--- src/rtl/feeder_pkg.sv ---
// Shared types and constants for the MAC operand feeder: operand width, mode
// encodings, FSM states and FP16 exponent field positions.
package feeder_pkg;

  localparam int DW = 16;

  localparam logic MODE_INT8 = 1'b0;
  localparam logic MODE_FP16 = 1'b1;

  typedef enum logic [1:0] {
    IDLE  = 2'd0,
    FEED  = 2'd1,
    FLUSH = 2'd2,
    DONE  = 2'd3
  } state_t;

  localparam int         FP16_EXP_MSB  = 14;
  localparam int         FP16_EXP_LSB  = 10;
  localparam logic [4:0] FP16_EXP_ALL1 = 5'h1F;

  // An all-ones exponent encodes Inf or NaN.
  function automatic logic is_inf_nan(input logic [DW-1:0] word);
    return word[FP16_EXP_MSB:FP16_EXP_LSB] == FP16_EXP_ALL1;
  endfunction

endpackage

--- src/rtl/skew_line.sv ---
// Valid+data delay line of DEPTH registers; shifts every cycle and clears
// on synchronous reset.
module skew_line #(
  parameter int DEPTH = 1,
  parameter int DW    = feeder_pkg::DW
) (
  input  logic          clk,
  input  logic          rst,
  input  logic          load_valid,
  input  logic [DW-1:0] load_data,
  output logic          tap_valid,
  output logic [DW-1:0] tap_data
);

  logic [DEPTH-1:0] valid_q;
  logic [DW-1:0]    data_q [DEPTH];

  always_ff @(posedge clk) begin
    if (rst) begin
      valid_q <= '0;
      for (int j = 0; j < DEPTH; j++) data_q[j] <= '0;
    end else begin
      valid_q[0] <= load_valid;
      data_q[0]  <= load_data;
      for (int j = 1; j < DEPTH; j++) begin
        valid_q[j] <= valid_q[j-1];
        data_q[j]  <= data_q[j-1];
      end
    end
  end

  assign tap_valid = valid_q[DEPTH-1];
  assign tap_data  = data_q[DEPTH-1];

endmodule

--- src/rtl/mac_operand_feeder.sv ---
// Skews a stream of ROWS-wide operand vectors into a diagonal wavefront for
// the MAC array edge. Optional FP16 Inf/NaN flag: FEEDER_FP16_CHECK_EN.
//
// state | meaning
// IDLE  | waiting for start with non-zero k_len
// FEED  | accepting k_len operand vectors
// FLUSH | ROWS-1 cycles while the deepest lanes drain
// DONE  | one cycle, tile_done asserted
module mac_operand_feeder #(
  parameter int ROWS = 4,
  parameter int DW   = feeder_pkg::DW,
  parameter int KW   = 8
) (
  input  logic               clk,
  input  logic               rst,
  input  logic               start,
  input  logic               mode_in,
  input  logic [KW-1:0]      k_len,
  input  logic               in_valid,
  output logic               in_ready,
  input  logic [ROWS*DW-1:0] in_data,
  output logic [ROWS*DW-1:0] out_data,
  output logic [ROWS-1:0]    out_valid,
  output logic               mode,
  output logic               busy,
`ifdef FEEDER_FP16_CHECK_EN
  output logic               op_error,
`endif
  output logic               tile_done
);

  import feeder_pkg::*;

  localparam int FW = $clog2(ROWS);

  state_t        state;
  logic [KW-1:0] k_len_q;
  logic [KW-1:0] beat_cnt;
  logic [FW-1:0] flush_cnt;
  logic          accept;
  logic          start_ok;

  assign accept   = in_valid & in_ready;
  assign start_ok = (state == IDLE) & start & (k_len != '0);

  always_ff @(posedge clk) begin
    if (rst) begin
      state     <= IDLE;
      in_ready  <= 1'b0;
      busy      <= 1'b0;
      tile_done <= 1'b0;
      mode      <= MODE_INT8;
      k_len_q   <= '0;
      beat_cnt  <= '0;
      flush_cnt <= '0;
    end else begin
      tile_done <= 1'b0;
      unique case (state)
        IDLE: begin
          if (start_ok) begin
            state    <= FEED;
            in_ready <= 1'b1;
            busy     <= 1'b1;
            k_len_q  <= k_len;
            mode     <= mode_in;
            beat_cnt <= '0;
          end
        end
        FEED: begin
          if (accept) begin
            beat_cnt <= beat_cnt + KW'(1);
            if (beat_cnt + KW'(1) == k_len_q) begin
              state     <= FLUSH;
              in_ready  <= 1'b0;
              flush_cnt <= FW'(ROWS - 2);
            end
          end
        end
        FLUSH: begin
          // Down-counter from ROWS-2 gives exactly ROWS-1 flush cycles.
          if (flush_cnt == '0) begin
            state     <= DONE;
            tile_done <= 1'b1;
          end else begin
            flush_cnt <= flush_cnt - FW'(1);
          end
        end
        DONE: begin
          state <= IDLE;
          busy  <= 1'b0;
        end
        default: begin
          state    <= IDLE;
          in_ready <= 1'b0;
          busy     <= 1'b0;
        end
      endcase
    end
  end

  // Lane i gets i+1 stages; unaccepted cycles enter as zeroed bubbles.
  for (genvar i = 0; i < ROWS; i++) begin : g_lane
    skew_line #(
      .DEPTH(i + 1),
      .DW   (DW)
    ) u_skew (
      .clk       (clk),
      .rst       (rst),
      .load_valid(accept),
      .load_data (accept ? in_data[i*DW +: DW] : '0),
      .tap_valid (out_valid[i]),
      .tap_data  (out_data[i*DW +: DW])
    );
  end

`ifdef FEEDER_FP16_CHECK_EN
  logic beat_bad;

  always_comb begin
    beat_bad = 1'b0;
    for (int i = 0; i < ROWS; i++)
      if (is_inf_nan(in_data[i*DW +: DW])) beat_bad = 1'b1;
  end

  always_ff @(posedge clk) begin
    if (rst)
      op_error <= 1'b0;
    else if (start_ok)
      op_error <= 1'b0;
    else if (accept && mode == MODE_FP16 && beat_bad)
      op_error <= 1'b1;
  end
`endif

endmodule

--- config.mk ---
export PLATFORM = sky130hd
export DESIGN_NAME = mac_operand_feeder
export DESIGN_NICKNAME = d
export VERILOG_FILES = /design/src/rtl/feeder_pkg.sv /design/src/rtl/skew_line.sv /design/src/rtl/mac_operand_feeder.sv
export SDC_FILE = /design/constraint.sdc
export NUM_CORES = 1
export LEC_CHECK = 0
export ABC_AREA = 1
export CORE_MARGIN = 5
export CORE_UTILIZATION = 44
export DETAILED_ROUTE_END_ITERATION = 8
export PLACE_DENSITY = 0.75
export SLEW_MARGIN = 0
export SYNTH_ARGS = -nofsm -noshare
export SYNTH_HDL_FRONTEND = slang
export SYNTH_SLANG_ARGS = --single-unit
--- constraint.sdc ---
create_clock -name clk -period 1.8 [get_ports clk]
set_clock_uncertainty 0.1 [all_clocks]
set_input_delay 0.36 -clock clk [delete_from_list [all_inputs] [get_ports clk]]
set_output_delay 0.36 -clock clk [all_outputs]
set_load 0.005 [all_outputs]
==> run_results.csv, run 1 <==
group,metric,value,unit
run_status,status,"complete, no violations",
clocking,clk_latency,420,ps
power,vdd_ir_drop_max,0.606,mV
routing,first_iter_violations,204,
synth,synthFlopType,"dfxtp_1",
sta,slew-limit-headroom,72.2,%
setup_path,crit_chain,"clkdlybuf4s50_1",
clocking,clk_path_buf_depth,2,
global_route,grt_max_degree,72,
power,power_density,1120,nW/um2
synth,syn_avg_cell_area,8.25,um2
final_layout,stdcell_area,8580,um2
power,leakage,3.72,nW
sta,maxSlewViolCount,0,
global_route,grt_pass1_wl,19100,um
final_layout,n_antenna_cell,0,
floorplanning,core,13900,um2
clocking,clock-sinks,188,
synth,synth_area,6220,um2
synth,async_flop_share,0,%
routing,num_vias,4467,
synth,seq_area_frac_synth,60.5,%
synth,ys_types,23,
sta,setup_ws,51.0,ps
global_route,gr-usage-all-layers,14.6,%
sta,finalHoldViolCount,0,
sta,finalSetupTns,0,ps
worst_hold_path,whs_path_depth,3,
sta,rsz0062_at_grt,"yes",
synth,syn_inst,754,
synth,synth_top_area_cell,"dfxtp_1",
synth,yosys_warnings,0,
setup_path,max_stage_delay,510,ps
placed_design,dpl_cell_area,7720,um2
floorplanning,num_rows,43,
global_route,grt_remaining_overflow,0,
routing,drtPass1Iterations,4,
routing,totalWireLength,11900,um
placed_design,place_congestion,0.815,
setup_path,rr_worst_depth,12,
final_layout,fin_nets,967,
clocking,cts_tree,"yes",
routing,vias_per_cell,4.15,
setup_path,cp-start-kind,"flip-flop",
sta,layout_min_cycle_time,1750,ps
global_route,grt_pass1_vias,4270,
floorplanning,die-area,16600,um2
final_layout,drive_gt1_share,12.4,%
clocking,cts_buffers,17,
setup_path,slowest_stage,"clkdlybuf4s50_1",
setup_path,crit_fanout,4,
setup_path,worstSetupPathType,"reg2out",
placed_design,place_ws,-103,ps
setup_path,crit_family,"buffers and inverters",
placed_design,post-dp-hpwl,8040,um
clocking,ctsHoldBuffers,0,
floorplanning,die_h,129,um
final_layout,nFillCells,1176,
setup_path,endpoint_kind,"output pin",
sta,final.period_utilization,97.2,%
synth,synth.most_common_cell,"inv_1",
synth,synth_seq_cells,188,
sta,fmax,0.572,GHz
floorplanning,die_w,129,um
setup_path,path_buf_inv,1,
setup_path,critPathArrivalTime,1290,ps
setup_path,cp.required,1340,ps
synth,syn_nets,837,
floorplanning,pin_count,149,
synth,synth.area.top_cells,"dfxtp_1, inv_1, nor2_1",
power,fin_total_pwr,9.62,mW
placed_design,portBuffers,148,
run,cap_violations,0,
sta,tightest_slew,417,ps
worst_hold_path,hp-class,"in2reg",
routing,antenna_left,0,
synth,synth_edf_count,0,
floorplanning,start_util,44.8,%
global_route,antenna_found_initial,0,
clocking,clkSlewWorstSetupHoldPaths,70,ps
clocking,htree_levels,4,
final_layout,fin_util,61.8,%
synth,synth_common_cells,"inv_1, nor2_1, dfxtp_1",
setup_path,cp_num_cells,1,
clocking,cts_root_buf,"clkbuf_16",
routing,route.detailed.drc,0,
routing,wire_per_inst,11.0,um
synth,yosysTopAreaCellShare,60.5,%
sta,setup_viol,0,
final_layout,area_growth,38.0,%
-- final cells by class --
cell class | count | area (um2) | area share (%)
well taps | 180 | 225 | 2.62
clock buffers | 17 | 425 | 4.96
repair buffers | 167 | 1670 | 19.4
inverters | 192 | 721 | 8.40
flip-flops and latches | 188 | 3780 | 44.0
clock inverters | 15 | 170 | 1.98
multi-input cells | 318 | 1600 | 18.6
-- path summary, 6_finish.rpt --
check,startpoint,endpoint,slack [ps]
worst max-delay path,in_ready,in_ready,50
worst min-delay path,rst,g_lane[1].u_skew.valid_q[0],190
worst max register to register,beat_cnt[0],flush_cnt[1],60
worst min register to register,g_lane[3].u_skew.data_q[0][10],g_lane[3].u_skew.data_q[1][10],300
-- power by group --
| group | internal [mW] | switching, mW |
|---|---|---|
| Clock | 1.99 | 1.69 |
| Combinational | 0.682 | 0.737 |
| Sequential | 4.40 | 0.122 |
-- cell usage in the layout, fill, tap and decap left out, types with 2 or more instances in the layout --
| master | netlist | final |
|---|---|---|
| a21oi_1 | 19 | 18 |
| buf_12 | 0 | 3 |
| buf_4 | 36 | 15 |
| buf_6 | 0 | 2 |
| clkbuf_16 | 0 | 17 |
| clkdlybuf4s50_1 | 0 | 145 |
| clkinv_2 | 0 | 2 |
| clkinv_4 | 0 | 2 |
| clkinv_8 | 0 | 2 |
| dfxtp_1 | 188 | 180 |
| dfxtp_2 | 0 | 7 |
| ha_1 | 6 | 4 |
| inv_1 | 190 | 188 |
| inv_2 | 2 | 4 |
| inv_6 | 0 | 4 |
| inv_8 | 0 | 4 |
| nand2_1 | 50 | 38 |
| nand2_2 | 2 | 11 |
| nand2_4 | 1 | 4 |
| nand3_1 | 23 | 8 |
| nand3_2 | 1 | 14 |
| nand3_4 | 0 | 2 |
| nor2_1 | 189 | 182 |
| nor2_2 | 3 | 4 |
| nor2_4 | 1 | 7 |
| nor3_1 | 2 | 2 |
| o21ai_0 | 15 | 15 |
-- repair_timing --
item / in CTS / in global routing
setup endpoints to repair: 7 / 13
gates resized for setup: 9 / 56
setup buffers: 1 / 4
endpoints found under the hold margin: 0 / 0
pin swaps: 7 / 18
-- metal layers --
| layer | share of wire (%) | wire [um] | up-vias | track usage [%] |
|---|---|---|---|---|
| met5 | 0 | 0 | - | 0 |
| met3 | 8.8 | 1050 | 21 | 6.68 |
| met1 | 40 | 4710 | 1959 | 16.0 |
| met4 | 2.0 | 235 | 0 | 6.05 |
| met2 | 50 | 5890 | 116 | 24.5 |
| li1 | - | - | 2371 | - |
-- state kept, by name, indices dropped and copies added, names as in the netlist --
name	cells
mode	1
busy	1
state	2
k_len_q	8
g_lane.u_skew.data_q	160
g_lane.u_skew.valid_q	4
in_ready	1
flush_cnt	2
beat_cnt	8
tile_done	1
-- cells by family after synthesis --
| family | count (synthesis) | synth area share, % |
|---|---|---|
| buffers and inverters | 248 | 17.1 |
| adders and majority gates | 6 | 1.21 |
| AOI/OAI and AO/OA | 36 | 2.96 |
| and+or+nand+nor | 274 | 17.9 |
| DFF | 188 | 60.5 |
| xor gates and xnor gates | 2 | 0.282 |
-- through the flow --
step	hold WS, ps	instances
after global placement	289	1040
after CTS	160	1073
after global routing	190	1077
final	187	1077
after floorplan	288	754
after detailed placement	292	1040
(Power assumes the default switching activity.)
==> run 2, diff against run 1 <==
--- a/config.mk
+++ b/config.mk
@@ -10,6 +10,7 @@
 export CORE_UTILIZATION = 44
 export DETAILED_ROUTE_END_ITERATION = 8
 export PLACE_DENSITY = 0.75
+export SETUP_SLACK_MARGIN = 0.1
 export SLEW_MARGIN = 0
 export SYNTH_ARGS = -nofsm -noshare
 export SYNTH_HDL_FRONTEND = slang
==> run_results.csv, run 2 (synthesis results as in run 1) <==
group,metric,value,unit
global_route,grt_pass1_vias,4293,
clocking,cts_tree,"yes",
setup_path,worstSetupPathType,"reg2reg",
sta,fmax,0.568,GHz
run,cap_violations,0,
power,leakage,4.02,nW
sta,finalHoldViolCount,0,
global_route,grt_remaining_overflow,0,
power,power_density,1130,nW/um2
final_layout,largest_register,"g_lane.u_skew.data_q",
setup_path,critPathArrivalTime,1970,ps
sta,rsz0062_at_grt,"yes",
power,swShare,26.4,%
worst_hold_path,whs_path_depth,3,
final_layout,drive_gt1_share,10.7,%
global_route,antenna_found_initial,0,
power,p_sw,2.51,mW
setup_path,r2r-start,"beat_cnt[1]",
clocking,cts_buffers,17,
floorplanning,start_util,44.8,%
power,combPwrFrac,13.7,%
final_layout,instances_no_fill,1076,
setup_path,crit_fanout,8,
routing,vias_per_cell,4.16,
final_layout,n_antenna_cell,0,
global_route,grt_max_degree,72,
setup_path,endpoint_kind,"flip-flop",
sta,slew-limit-headroom,73.0,%
floorplanning,pin_count,149,
sta,setup_viol,0,
clocking,ctsHoldBuffers,0,
power,seq_power_share,47.5,%
final_layout,area_growth,35.2,%
clocking,clkSlewWorstSetupHoldPaths,70,ps
sta,layout_min_cycle_time,1760,ps
setup_path,timing.rr.end,"flush_cnt[1]",
worst_hold_path,hp-start,"rst",
clocking,clk_latency,420,ps
final_layout,nFillCells,1240,
worst_hold_path,hp-class,"in2reg",
placed_design,placedCellCount,1040,
routing,num_vias,4476,
routing,route.detailed.drc,0,
run_status,status,"complete, no violations",
placed_design,place_ws,-103,ps
final_layout,multi_input_area,1510,um2
clocking,clk_path_buf_depth,2,
final_layout,area.sequential,3780,um2
sta,finalSetupTns,0,ps
floorplanning,num_rows,43,
power,p_int,6.97,mW
setup_path,cp.required,2010,ps
global_route,grt_pass1_wl,19300,um
routing,antenna_left,0,
sta,final.period_utilization,97.8,%
power,pwr-share-clk,38.8,%
sta,setup_ws,39.4,ps
routing,first_iter_violations,175,
clocking,clock-sinks,188,
placed_design,portBuffers,148,
routing,wire_per_inst,11.0,um
floorplanning,die_h,129,um
final_layout,final_cell_mix,"inv_1, nor2_1, dfxtp_1",
placed_design,post-dp-hpwl,8040,um
placed_design,place_congestion,0.815,
worst_hold_path,whs_endpoint,"g_lane[1].u_skew.valid_q[0]",
sta,maxSlewViolCount,0,
final_layout,reg_top3,"g_lane.u_skew.data_q: 160 flops, beat_cnt: 8 flops, k_len_q: 8 flops",
routing,drtPass1Iterations,4,
clocking,htree_levels,4,
clocking,cts_root_buf,"clkbuf_16",
power,fin_total_pwr,9.48,mW
floorplanning,die_w,129,um
setup_path,rr_worst_depth,13,
final_layout,largest_register_ffs,160,
floorplanning,core,13900,um2
final_layout,layout_commonest_cell,"inv_1",
setup_path,cp-start-kind,"flip-flop",
routing,totalWireLength,11800,um
setup_path,r2r_setup_slack,40,ps
floorplanning,die-area,16600,um2
final_layout,fin_nets,966,
power,vdd_ir_drop_max,0.608,mV
sta,tightest_slew,404,ps
global_route,gr-usage-all-layers,14.7,%
run 2: changes by cell type in the layout (fill, tap and decap cells not counted), moves of 2 or more:
cell	change
nor2_4	-4
dlygate4sd2_1	+71
nand2_1	+6
dfxtp_4	+2
dfxtp_2	-2
nor2_2	+4
nand3_1	+7
clkdlybuf4s50_1	-70
nand2_2	-6
nand3_2	-6
run 2: critical path: stages (launching register included):
cell and delay, ps:
dfxtp_4 360, ha_4 180, nand2_4 70, inv_4 40, nor2_4 80, nand2_1 50, nand2_1 80, nand3_2 100
nor2_2 120, nand3_2 140, nand2_4 140, nand3_2 80, nand2_1 70, nor2_1 40
run 2: worst max path at each step:
stage,slack (ps),start,cells after the start,to
3_5_place_dp,-100,k_len[2],10,state[0]
2_1_floorplan,110,beat_cnt[0],12,flush_cnt[1]
5_1_grt,-90,beat_cnt[0],12,state[0]
6_report,40,beat_cnt[1],13,flush_cnt[1]
4_1_cts,30,beat_cnt[1],13,flush_cnt[1]
3_3_place_gp,-60,k_len[4],10,state[0]
run 2: layout make-up:
| type | instances | share of cell area (%) |
|---|---|---|
| clock buffer | 17 | 5.06 |
| clock inverter | 15 | 2.02 |
| inverter | 192 | 8.60 |
| multi-input combinational | 318 | 18.0 |
| sequential | 188 | 45.0 |
| tap | 180 | 2.68 |
| timing repair buffer | 166 | 18.7 |
run 2: power groups by stage:
| stage | Sequential, mW | Clock, mW | Combinational, mW |
|---|---|---|---|
| global route | 4.53 | 3.98 | 1.46 |
| CTS | 4.51 | 3.80 | 1.26 |
| floorplan | 4.58 | 0 | 0.699 |
| finish | 4.51 | 3.68 | 1.30 |
| detailed placement | 4.59 | 0 | 1.25 |
| global placement | 4.59 | 0 | 1.22 |
run 2: metal layers:
| metal | up-vias | GRT usage, % | share of wire [%] |
|---|---|---|---|
| met1 | 1965 | 16.2 | 41 |
| met5 | - | 0 | 0 |
| met2 | 123 | 25.1 | 49 |
| met3 | 20 | 6.31 | 8.1 |
| met4 | 0 | 5.81 | 1.9 |
| li1 | 2368 | - | - |
run 2: stage by stage:
stage	hold slack, ps	area, um2	util [%]
4_1_cts	160	8320	59.9
3_5_place_dp	292	7720	55.6
6_report	187	8410	60.6
5_1_grt	190	8410	60.6
3_3_place_gp	289	7720	55.6
2_1_floorplan	288	6220	-
run 2: what timing repair did:
action | 4_1_cts | 5_1_grt
resized for setup | 98 | 21
pin swaps | 11 | 13
setup endpoints to repair | 81 | 13
setup buffers | 2 | 2
==> run 3, diff against run 2 <==
--- a/config.mk
+++ b/config.mk
@@ -7,9 +7,9 @@
 export LEC_CHECK = 0
 export ABC_AREA = 1
 export CORE_MARGIN = 5
-export CORE_UTILIZATION = 44
+export CORE_UTILIZATION = 49
 export DETAILED_ROUTE_END_ITERATION = 8
-export PLACE_DENSITY = 0.75
+export PLACE_DENSITY = 0.79
 export SETUP_SLACK_MARGIN = 0.1
 export SLEW_MARGIN = 0
 export SYNTH_ARGS = -nofsm -noshare
==> constraint.sdc (replaced) <==
create_clock -name clk -period 1.85 [get_ports clk]
set_clock_uncertainty 0.1 [all_clocks]
set_input_delay 0.37 -clock clk [delete_from_list [all_inputs] [get_ports clk]]
set_output_delay 0.37 -clock clk [all_outputs]
set_load 0.005 [all_outputs]
==> run_results.csv, run 3 (synthesis results as in run 1) <==
group,metric,value,unit
floorplanning,die-area,15000,um2
power,swShare,25.1,%
clocking,htree_levels,4,
run,cap_violations,0,
placed_design,placedCellCount,1029,
clocking,clkSlewWorstSetupHoldPaths,70,ps
setup_path,rr_worst_depth,13,
final_layout,multi_input_area,1510,um2
routing,met1_length,4590,um
routing,drtPass1Iterations,4,
floorplanning,num_rows,41,
worst_hold_path,whs_path_depth,2,
power,combPwrFrac,13.7,%
clocking,ctsHoldBuffers,0,
routing,antenna_left,0,
clocking,clock-sinks,188,
floorplanning,start_util,49.7,%
setup_path,cp.required,2050,ps
worst_hold_path,hp-class,"in2reg",
sta,final.period_utilization,93.5,%
final_layout,n_antenna_cell,0,
clocking,clk_latency,420,ps
setup_path,crit_fanout,8,
floorplanning,die_h,123,um
placed_design,portBuffers,148,
routing,wire_per_inst,11.2,um
final_layout,nFillCells,996,
final_layout,instances_no_fill,1063,
power,leakage,4.19,nW
global_route,antenna_found_initial,0,
sta,rsz0062_at_grt,"yes",
sta,whs,193,ps
setup_path,r2r-start,"beat_cnt[0]",
power,vdd_ir_drop_max,0.577,mV
global_route,grt_remaining_overflow,0,
routing,totalWireLength,11900,um
final_layout,area_growth,36.9,%
final_layout,reg_top3,"g_lane.u_skew.data_q: 160 flops, beat_cnt: 8 flops, k_len_q: 8 flops",
setup_path,cp-start-kind,"flip-flop",
final_layout,final_cell_mix,"inv_1, nor2_1, dfxtp_1",
power,p_sw,2.34,mW
placed_design,place_congestion,0.821,
sta,setup_viol,0,
final_layout,largest_register_ffs,160,
routing,routed-wl-met3,1050,um
final_layout,fin_nets,961,
sta,finalHoldViolCount,0,
routing,vias_per_cell,4.16,
global_route,grt_pass1_vias,4177,
final_layout,layout_commonest_cell,"inv_1",
global_route,grt_max_degree,91,
sta,slew-limit-headroom,73.8,%
clocking,cts_tree,"yes",
setup_path,endpoint_kind,"flip-flop",
sta,fmax,0.578,GHz
routing,route.detailed.drc,0,
power,pwr-share-clk,39.2,%
sta,maxSlewViolCount,0,
sta,layout_min_cycle_time,1730,ps
floorplanning,pin_count,149,
setup_path,worstSetupPathType,"reg2reg",
power,seq_power_share,47.2,%
final_layout,largest_register,"g_lane.u_skew.data_q",
routing,first_iter_violations,199,
clocking,cts_buffers,17,
run_status,status,"complete, no violations",
sta,tightest_slew,393,ps
clocking,clk_path_buf_depth,2,
routing,routed.top_layer,"met4",
floorplanning,core,12500,um2
worst_hold_path,hp-start,"rst",
global_route,grt_pass1_wl,18900,um
final_layout,fin_util,68.0,%
final_layout,area.sequential,3780,um2
global_route,gr-usage-all-layers,16.2,%
final_layout,drive_gt1_share,10.3,%
setup_path,cp-startpoint,"beat_cnt[0]",
routing,met2_wirelength,5910,um
placed_design,post-dp-hpwl,8100,um
routing,num_vias,4420,
setup_path,critPathArrivalTime,1930,ps
power,power_density,1100,nW/um2
floorplanning,die_w,123,um
power,p_int,6.98,mW
clocking,cts_root_buf,"clkbuf_16",
[run 3: cell types whose count changed in the layout (fill, tap and decap cells not counted), moves of 3 or more]
cell	delta
clkinvlp_4	+3
clkdlybuf4s50_1	+34
dlymetal6s2s_1	+29
buf_4	-4
nand2_2	+3
dlygate4sd2_1	-63
inv_8	-3
[run 3: area by class of cell]
| class | count | area share [%] |
|---|---|---|
| sequential | 188 | 44.4 |
| clock inverter | 12 | 1.81 |
| clock buffer | 20 | 5.36 |
| inverter | 192 | 8.49 |
| timing repair buffer | 161 | 19.6 |
| tap | 172 | 2.53 |
| multi-input combinational | 318 | 17.8 |
[run 3: timing repair]
action,4_1_cts,5_1_grt
resized for setup,26,60
hold endpoints to repair,0,0
endpoints found under the setup margin,17,42
pin swaps,7,9
buffers inserted,1,1
[run 3: final timing paths]
| kind | end | slack [ps] |
|---|---|---|
| min reg2reg | g_lane[3].u_skew.data_q[2][13] | 300 |
| min | g_lane[3].u_skew.valid_q[3] | 190 |
| max | state[1] | 120 |
| max reg2reg | state[1] | 120 |
[run 3: stage by stage]
stage               total power [mW]  setup WS [ps]  instance area (um2)  TNS [ps]
floorplan                       5.14            157                 6220         0
global placement                5.62          -45.9                 7670      -166
detailed placement              5.65           -100                 7670      -525
CTS                             9.33           61.3                 8330         0
global route                    9.75          -27.5                 8510     -51.0
finish                          9.33            121                 8510         0
[run 3: routing by layer]
metal	GRT usage, %	vias up
met2	26.8	124
met4	8.33	0
met1	17.5	1918
li1	-	2351
met3	7.33	27
met5	0	-
[run 3: power by group through the flow]
| stage | registers (mW) | clock network [mW] | logic, mW |
|---|---|---|---|
| after floorplan | 4.46 | 0 | 0.680 |
| after global placement | 4.47 | 0 | 1.16 |
| after detailed placement | 4.47 | 0 | 1.18 |
| after CTS | 4.39 | 3.73 | 1.20 |
| after global routing | 4.42 | 3.89 | 1.44 |
| final | 4.40 | 3.65 | 1.27 |
[run 3: critical path: stages (launching register included)]
cell and delay, ps:
dfxtp_4 360, ha_4 180, nand2_4 80, inv_4 50, nand2_2 70, nand2_1 60
nand2_2 100, nor2_2 40, nor2_2 110, nand3_2 130, nand2_4 130, nand3_1 90
nand2_1 60, nor2_1 40
